<file path="src/rtl/mem_port_arbiter.sv">
// Two-requester single-port RAM arbiter: load/store normally beats instruction fetch,
// but a bounded streak guarantees fetch progress; read responses are tagged by an owner FSM.
module mem_port_arbiter #(
  parameter int ADDR_W        = 16,
  parameter int DATA_W        = 32,
  parameter int MAX_LS_STREAK = 3
) (
  input  logic              clk,
  input  logic              reset_n,
  // instruction fetch port
  input  logic              if_req_i,
  input  logic [ADDR_W-1:0] if_addr_i,
  input  logic              if_flush_i,
  output logic              if_gnt_o,
  output logic              if_rvalid_o,
  output logic [DATA_W-1:0] if_rdata_o,
  // load/store port
  input  logic              ls_req_i,
  input  logic              ls_we_i,
  input  logic [ADDR_W-1:0] ls_addr_i,
  input  logic [DATA_W-1:0] ls_wdata_i,
  output logic              ls_gnt_o,
  output logic              ls_rvalid_o,
  output logic [DATA_W-1:0] ls_rdata_o,
  // RAM port
  output logic              ram_en_o,
  output logic              ram_we_o,
  output logic [ADDR_W-1:0] ram_addr_o,
  output logic [DATA_W-1:0] ram_wdata_o,
  input  logic [DATA_W-1:0] ram_rdata_i
);

  localparam int SW = (MAX_LS_STREAK < 1) ? 1 : $clog2(MAX_LS_STREAK + 1);
  localparam logic [SW-1:0] STREAK_MAX = SW'(MAX_LS_STREAK);

  localparam logic [1:0] ST_IDLE  = 2'd0;
  localparam logic [1:0] ST_FETCH = 2'd1;
  localparam logic [1:0] ST_LOAD  = 2'd2;

  logic [1:0]    state_q, state_d;
  logic [SW-1:0] streak_q, streak_d;
  logic          streak_full;
  logic          if_gnt, ls_gnt;

  assign streak_full = (streak_q == STREAK_MAX);

  // Gating with reset_n keeps the combinational outputs quiet while reset is held.
  assign ls_gnt = reset_n && ls_req_i && !(streak_full && if_req_i);
  assign if_gnt = reset_n && if_req_i && !if_flush_i && (!ls_req_i || streak_full);

  assign if_gnt_o = if_gnt;
  assign ls_gnt_o = ls_gnt;

  always_comb begin
    ram_en_o    = 1'b0;
    ram_we_o    = 1'b0;
    ram_addr_o  = '0;
    ram_wdata_o = '0;
    if (ls_gnt) begin
      ram_en_o    = 1'b1;
      ram_we_o    = ls_we_i;
      ram_addr_o  = ls_addr_i;
      ram_wdata_o = ls_wdata_i;
    end else if (if_gnt) begin
      ram_en_o    = 1'b1;
      ram_addr_o  = if_addr_i;
    end
  end

  // The streak only counts while a fetch is actually waiting.
  always_comb begin
    streak_d = streak_q;
    if (!if_req_i || if_gnt) begin
      streak_d = '0;
    end else if (ls_gnt && !streak_full) begin
      streak_d = streak_q + SW'(1);
    end
  end

  always_comb begin
    state_d = ST_IDLE;
    if (if_gnt) begin
      state_d = ST_FETCH;
    end else if (ls_gnt && !ls_we_i) begin
      state_d = ST_LOAD;
    end
  end

  always_ff @(posedge clk or negedge reset_n) begin
    if (!reset_n) begin
      state_q  <= ST_IDLE;
      streak_q <= '0;
    end else begin
      state_q  <= state_d;
      streak_q <= streak_d;
    end
  end

  // A flush arriving in the response cycle discards the returning instruction word.
  assign if_rvalid_o = reset_n && (state_q == ST_FETCH) && !if_flush_i;
  assign ls_rvalid_o = reset_n && (state_q == ST_LOAD);
  assign if_rdata_o  = if_rvalid_o ? ram_rdata_i : '0;
  assign ls_rdata_o  = ls_rvalid_o ? ram_rdata_i : '0;

endmodule

</file>
<file path="config.mk">
export PLATFORM = sky130hd
export DESIGN_NAME = mem_port_arbiter
export DESIGN_NICKNAME = d
export VERILOG_FILES = /design/src/rtl/mem_port_arbiter.sv
export SDC_FILE = /design/constraint.sdc
export NUM_CORES = 1
export LEC_CHECK = 0
export BUFFER_PORTS_ARGS = -buffer_cell sky130_fd_sc_hd__buf_2
export CAP_MARGIN = 0
export CORE_AREA = 4 4 83 85
export DETAILED_ROUTE_END_ITERATION = 12
export DIE_AREA = 0 0 87 89
export GPL_TIMING_DRIVEN = 0
export PLACE_DENSITY_LB_ADDON = 0.05
export SLEW_MARGIN = 20
export SYNTH_ARGS = -nofsm -noshare
export SYNTH_HDL_FRONTEND = slang
export SYNTH_SLANG_ARGS = --single-unit
</file>
<file path="constraint.sdc">
create_clock -name clk -period 1.7 [get_ports clk]
set_input_delay 0.255 -clock clk [delete_from_list [all_inputs] [get_ports clk]]
set_output_delay 0.255 -clock clk [all_outputs]
set_load 0.02 [all_outputs]
</file>
==> impl_summary.log, run 1 <==
[metrics] result of the run: complete, but fails checks
[metrics] violated checks: setup timing
[metrics] Crit Path Class: flip-flop to output pin
[metrics] Peak VDD IR: 0.204 mV
[metrics] share of the clock period used by the worst path after layout: 1.03
[metrics] number of warnings issued by yosys: 0
[metrics] vias in the first global route: 1744
[metrics] post-detailed-placement half-perimeter wirelength: 4.83 mm
[metrics] transition time of the tightest slew-check pin: 204 ps
[metrics] Int Pwr: 528 µW
[metrics] maximum number of pins on one net before global-route repair: 11
[metrics] required time at the worst-slack endpoint: 1440 ps
[metrics] DRC errors left: 0
[metrics] share of post-route cells with drive strength above 1: 0.703
[metrics] Longest Clk Path Bufs: 2
[metrics] largest fanout on the critical path: 10
[metrics] r2r setup slk: 400 ps
[metrics] worst reg2reg path depth: 6
[metrics] maximum capacitance violations: 0
[metrics] starting utilization of the core area: 0.169
[metrics] total congestion overflow after global routing: 0
[metrics] full die area: 0.00774 mm²
[metrics] Worst Hold Depth: 2
[metrics] kind of end point of the critical path: output pin
[metrics] worst path arrival time: 1500 ps
[metrics] Sw Ratio: 0.337
[metrics] final count of pins violating max slew: 0
[metrics] LEAKAGE: 1.69 nW
[metrics] total core area: 0.00620 mm²
[metrics] count of input and output buffers: 219
[metrics] Final Skew: 0.0642 ps
[metrics] synthesized instance count: 145
[metrics] clock network latency to the later pin of the worst-skew pair: 210 ps
[metrics] Iteration-0 DRC Markers: 30
[metrics] Detail Route Antenna Nets: 0
[metrics] achievable clock frequency: 569 MHz
[metrics] fin worst setup slack: -56.0 ps
[metrics] top cells by area in the synthesized netlist: and2_1 58%, a22o_1 13%, dfrtp_1 9.6%
[metrics] TritonCTS clock tree: done
[metrics] number of antenna violations at the first check in global routing: 0
[metrics] average wire per standard cell: 12.8 µm
[metrics] drt total wl: 5.80 mm
[metrics] RSZ-0062 raised after global routing: yes
[metrics] setup_tns: -1690 ps
[metrics] met1 track demand over resource: 0.127
[metrics] clk slew on worst S/H paths: 30 ps
[metrics] Reg-to-Reg Start: streak_q[1]
[metrics] Inserted Diodes: 0
[metrics] library cell occupying the most area in the post-synthesis netlist: and2_1
[metrics] post-placement setup slack: -9.10 ps
[metrics] Avg Inst Size Synth: 7.21 µm²
[metrics] number of register bits inferred by synthesis: 4
[metrics] Post-Place Cells: 441
[metrics] fraction of the yosys area taken by sequential cells: 0.0957
[metrics] hold_ws: 207 ps
[metrics] Design Area, Final: 0.00277 mm²
[metrics] WHS Endpoint: state_q[1]
[metrics] via count: 1838
[metrics] drt via density: 4.05
[metrics] Die Y: 89 µm
[metrics] Rows: 29
[metrics] met2 Use GR: 0.254
[metrics] aggregate global-route resource usage: 0.129
[metrics] start point of the worst hold path: ls_we_i
[metrics] class of the tightest hold or removal check: input port to flip-flop
[metrics] power share of the combinational group: 0.627
[metrics] Worst slew margin: 0.864
[metrics] share of the synthesized area in the top cell type: 0.580
[metrics] Layout area overhead: 164%
[metrics] synthesized netlist net count: 248
[metrics] netlist area before placement: 0.00105 mm²
[metrics] sequential fraction of design power: 0.130
[metrics] num ports: 220
[metrics] CTS H-tree lvls: 1
[metrics] TritonCTS sink count: 4
[metrics] crit path time final: 1760 ps
[metrics] post-route insts no fill: 454
[metrics] clock root buffer master: clkbuf_8
[metrics] Finish-stage setup viols: 49
[metrics] first-pass GRT wire length: 8.07 mm
[metrics] P per Cell Area: 288 mW/mm²
[metrics] width of the die: 87 µm
[metrics] gp weighted congestion: 0.695
[metrics] instance area at placement: 0.00224 mm²
[metrics] Nets: 482
[metrics] end of the worst register-to-register path: streak_q[0]
[metrics] Clk pwr share: 0.243
[metrics] most congested layer reported by global routing: met2
[metrics] number of distinct standard cells referenced by the synthesized netlist: 20
[metrics] Switch Pwr: 269 µW
[metrics] startpoint class of the critical path: flip-flop
[metrics] number of optimization iterations in the first detailed-route pass: 4
[metrics] Hold Violations, Final: 0
[metrics] met3 Usage GRT: 0.0590
[metrics] Num CTS Buffers: 3
==> flip-flops by register name (all words and copies together) (netlist names) <==
register,flops
state_q,2
streak_q,2
==> worst max-delay path, cell delays in order (launching register included) <==
cell	delay, ps
dfrtp_1	400
ha_4	190
a21oi_4	150
buf_4	150
clkbuf_8	140
and2_1	130
buf_4	140
==> how the worst max path moves through the flow <==
stage	cells after the start	to	start	slack (ps)
2_1_floorplan	4	ram_wdata_o[22]	streak_q[0]	190
3_3_place_gp	5	ram_addr_o[14]	streak_q[0]	-20
3_5_place_dp	5	ram_addr_o[14]	streak_q[0]	-9
4_1_cts	6	ram_wdata_o[9]	streak_q[0]	-60
5_1_grt	6	ram_wdata_o[2]	streak_q[1]	-120
6_report	6	ram_wdata_o[9]	streak_q[1]	-60
==> what timing repair did <==
action,in CTS,in global routing
hold endpoints to repair,4,0
setup buffers,4,2
hold buffers,1,0
cloned,2,1
resized for setup,100,32
setup endpoints to repair,102,90
pin swaps,9,16
==> synthesized netlist by cell type <==
cell      instances
a21oi_1           1
a21oi_4           1
a22o_1           16
and2_1           97
and3b_1           1
and4bb_2          1
buf_2             2
buf_4             5
clkbuf_1          2
clkbuf_2          4
dfrtp_1           4
ha_1              1
inv_1             1
mux2i_1           1
nand2_1           1
nand3b_1          2
nor2b_1           1
nor3b_1           2
or2_2             1
xor2_1            1
==> per-layer routing <==
| layer | share of wire | wire length, µm |
|---|---|---|
| met1 | 0.31 | 1810 |
| met2 | 0.55 | 3170 |
| met3 | 0.14 | 809 |
| met4 | 0.0014 | 8 |
| met5 | 0 | 0 |
==> power groups by stage <==
stage | combinational (mW) | sequential, mW | clock, mW
5_1_grt | 0.544 | 0.104 | 0.216
3_3_place_gp | 0.388 | 0.104 | 0
4_1_cts | 0.476 | 0.104 | 0.202
3_5_place_dp | 0.389 | 0.104 | 0
2_1_floorplan | 0.189 | 0.103 | 0
6_report | 0.500 | 0.104 | 0.194
==> per-stage QoR <==
stage	util	total power, mW
floorplan	-	0.292
global placement	0.361	0.492
detailed placement	0.361	0.492
CTS	0.426	0.782
global route	0.446	0.863
finish	0.446	0.798
==> placed cells by master, fill, tap and decap left out, drive strengths merged <==
cell type,instances
and4bb,1
a22o,16
clkbuf,7
ha,1
nand3b,2
nor2b,1
xor2,1
mux2i,1
dfrtp,4
a21oi,2
buf,237
inv,1
and2,97
or2,1
dlygate4sd3,1
nor3b,2
and3b,1
nand2,1
==> kinds of logic after synthesis <==
group           synth area share
buf+inv                   0.0754
fa+ha+maj                 0.0120
flops                     0.0957
compound gates             0.154
simple gates               0.645
xor+xnor                 0.00837
mux                      0.00957
==> final cells by class <==
| cell class | count | area (µm²) |
|---|---|---|
| tap | 77 | 96.3 |
| timing repair buffer | 229 | 1450 |
| clock buffer | 3 | 41.3 |
| sequential | 4 | 100 |
| inverter | 1 | 3.75 |
| multi-input combinational | 127 | 936 |
| fill | 658 | 3440 |
| buffer | 13 | 141 |
Power figures use the tool's default switching activity.
==> run 2: changes to the inputs <==
SETUP_SLACK_MARGIN = 0.4   (was default)
==> impl_summary.log, run 2 (same netlist as run 1, synthesis figures left out) <==
[metrics] Die Y: 89 µm (unchanged)
[metrics] total congestion overflow after global routing: 0 (unchanged)
[metrics] clk slew on worst S/H paths: 30 ps (about the same)
[metrics] kind of end point of the critical path: output pin
[metrics] full die area: 0.00774 mm² (unchanged)
[metrics] fin worst setup slack: -45.6 ps (+10.5 ps)
[metrics] crit path time final: 1750 ps (-10.5 ps)
[metrics] leading registers by flop count: state_q (2), streak_q (2)
[metrics] cell seen most often among critical-path stages: buf_6
[metrics] class of the tightest hold or removal check: input port to flip-flop
[metrics] RSZ-0062 raised after global routing: yes
[metrics] Iteration-0 DRC Markers: 19 (-37%)
[metrics] share of post-route cells with drive strength above 1: 0.975 (+0.272)
[metrics] cell type group with the largest total delay on the critical path: flip-flops
[metrics] number of optimization iterations in the first detailed-route pass: 2 (-2)
[metrics] top library cells by usage in the layout, fill and taps aside: 134 x buf_6, 101 x buf_2, 97 x and2_4
[metrics] Hold Violations, Final: 0 (unchanged)
[metrics] average wire per standard cell: 15.4 µm (+21%)
[metrics] TritonCTS clock tree: done
[metrics] Longest Clk Path Bufs: 2 (unchanged)
[metrics] width of the die: 87 µm (unchanged)
[metrics] via count: 1988 (+8.2%)
[metrics] drt via density: 4.21 (+4.0%)
[metrics] required time at the worst-slack endpoint: 1440 ps (about the same)
[metrics] total core area: 0.00620 mm² (unchanged)
[metrics] number of antenna violations at the first check in global routing: 0 (unchanged)
[metrics] Rows: 29 (unchanged)
[metrics] maximum number of pins on one net before global-route repair: 11 (unchanged)
[metrics] clock network latency to the later pin of the worst-skew pair: 210 ps (about the same)
[metrics] Critical Path, Cell by Cell: ha_4 > a21oi_4 > buf_6 > clkbuf_8 > and2_4 > buf_6
[metrics] hold_ws: 216 ps (+9.26 ps)
[metrics] post-placement setup slack: 24.4 ps (+33.5 ps)
[metrics] startpoint class of the critical path: flip-flop
[metrics] count of input and output buffers: 219 (unchanged)
[metrics] CTS H-tree lvls: 1 (unchanged)
[metrics] share of the clock period used by the worst path after layout: 1.03 (-0.00615)
[metrics] vias in the first global route: 2126 (+22%)
[metrics] achievable clock frequency: 573 MHz (+0.60%)
[metrics] Design Power: 959 µW (+20%)
[metrics] fill cell count: 534 (-19%)
[metrics] DRC errors left: 0 (unchanged)
[metrics] aggregate global-route resource usage: 0.169 (+0.0405)
[metrics] Inserted Diodes: 0 (unchanged)
[metrics] Worst slew margin: 0.868 (+0.00432)
[metrics] Num CTS Buffers: 3 (unchanged)
[metrics] post-detailed-placement half-perimeter wirelength: 4.78 mm (-1.0%)
[metrics] worst path arrival time: 1490 ps (about the same)
[metrics] starting utilization of the core area: 0.169 (unchanged)
[metrics] clock root buffer master: clkbuf_8
[metrics] Final Skew: 1.93 ps (+1.86 ps)
[metrics] largest fanout on the critical path: 6 (-4)
[metrics] drt total wl: 7.27 mm (+25%)
[metrics] num ports: 220 (unchanged)
[metrics] Finish-stage setup viols: 57 (+16%)
[metrics] LEAKAGE: 2.09 nW (+24%)
[metrics] leading cell type in the layout, fill and taps excluded: buf_6
[metrics] gp weighted congestion: 0.682 (-1.8%)
[metrics] maximum capacitance violations: 0 (unchanged)
[metrics] post-route insts no fill: 472 (+4.0%)
[metrics] TritonCTS sink count: 4 (unchanged)
[metrics] P per Cell Area: 246 mW/mm² (-15%)
[metrics] Nets: 500 (+3.7%)
[metrics] Detail Route Antenna Nets: 0 (unchanged)
[metrics] setup_tns: -1580 ps (+106 ps)
[metrics] Buffers & Inverters on Critical Path: 3 (unchanged)
[metrics] Post-Place Cells: 441 (unchanged)
[metrics] crit-path max cell delay: 400 ps (about the same)
[metrics] violated checks: setup timing
[metrics] Layout area overhead: 273%
[metrics] final count of pins violating max slew: 0 (unchanged)
[metrics] Peak VDD IR: 0.228 mV (+12%)
[metrics] Critical Path Slowest Stage Cell: dfrtp_1
[metrics] first-pass GRT wire length: 10.5 mm (+31%)
[metrics] result of the run: complete, but fails checks
[metrics] Crit Path Class: flip-flop to output pin
[metrics] transition time of the tightest slew-check pin: 197 ps (-6.24 ps)
-- run 2: final timing paths --
| check | cells after the start | end | slack (ps) | from |
|---|---|---|---|---|
| min reg2reg | 2 | streak_q[1] | 650 | streak_q[1] |
| max in group asynchronous | 2 | streak_q[0] | 1020 | reset_n |
| min | 2 | state_q[1] | 220 | ls_we_i |
| max | 6 | ram_wdata_o[8] | -50 | streak_q[1] |
| max reg2reg | 4 | streak_q[0] | 420 | streak_q[1] |
| min in group asynchronous | 2 | state_q[0] | 510 | reset_n |
-- run 2: stage by stage --
| stage | utilization | instance area, µm² |
|---|---|---|
| 3_5_place_dp | 0.422 | 2620 |
| 4_1_cts | 0.603 | 3740 |
| 3_3_place_gp | 0.422 | 2620 |
| 6_report | 0.629 | 3900 |
| 2_1_floorplan | - | 1430 |
| 5_1_grt | 0.629 | 3900 |
-- run 2: final cells by class --
type | count | area (µm²) | area share
Sequential cell | 4 | 100 | 0.0257
Buffer | 13 | 174 | 0.0446
Multi-Input combinational cell | 128 | 1310 | 0.336
Tap cell | 77 | 96.3 | 0.0247
Inverter | 1 | 3.75 | 0.000962
Clock buffer | 3 | 41.3 | 0.0106
Timing Repair Buffer | 246 | 2170 | 0.557
-- run 2: metal layers --
metal  GRT usage  vias to the layer above  wire length [µm]
li1            -                      969                 -
met1       0.180                      894              2370
met2       0.336                      121              4130
met3      0.0452                        4               724
met4      0.0269                        0                44
met5           0                        -                 0
-- run 2: what timing repair did --
item / 4_1_cts / 5_1_grt
setup buffers: 8 / 6
endpoints found under the hold margin: 4 / 0
cloned: 11 / 2
pin swaps: 65 / 8
setup endpoints to repair: 119 / 120
hold buffers: 1 / 0
resized for setup: 309 / 25
-- run 2: where the power goes --
group	leakage (nW)	switching (mW)	total [mW]	internal [mW]
logic	2.02	0.274	0.658	0.384
registers	0.0543	0.00406	0.104	0.100
clock network	0.0216	0.0458	0.196	0.151
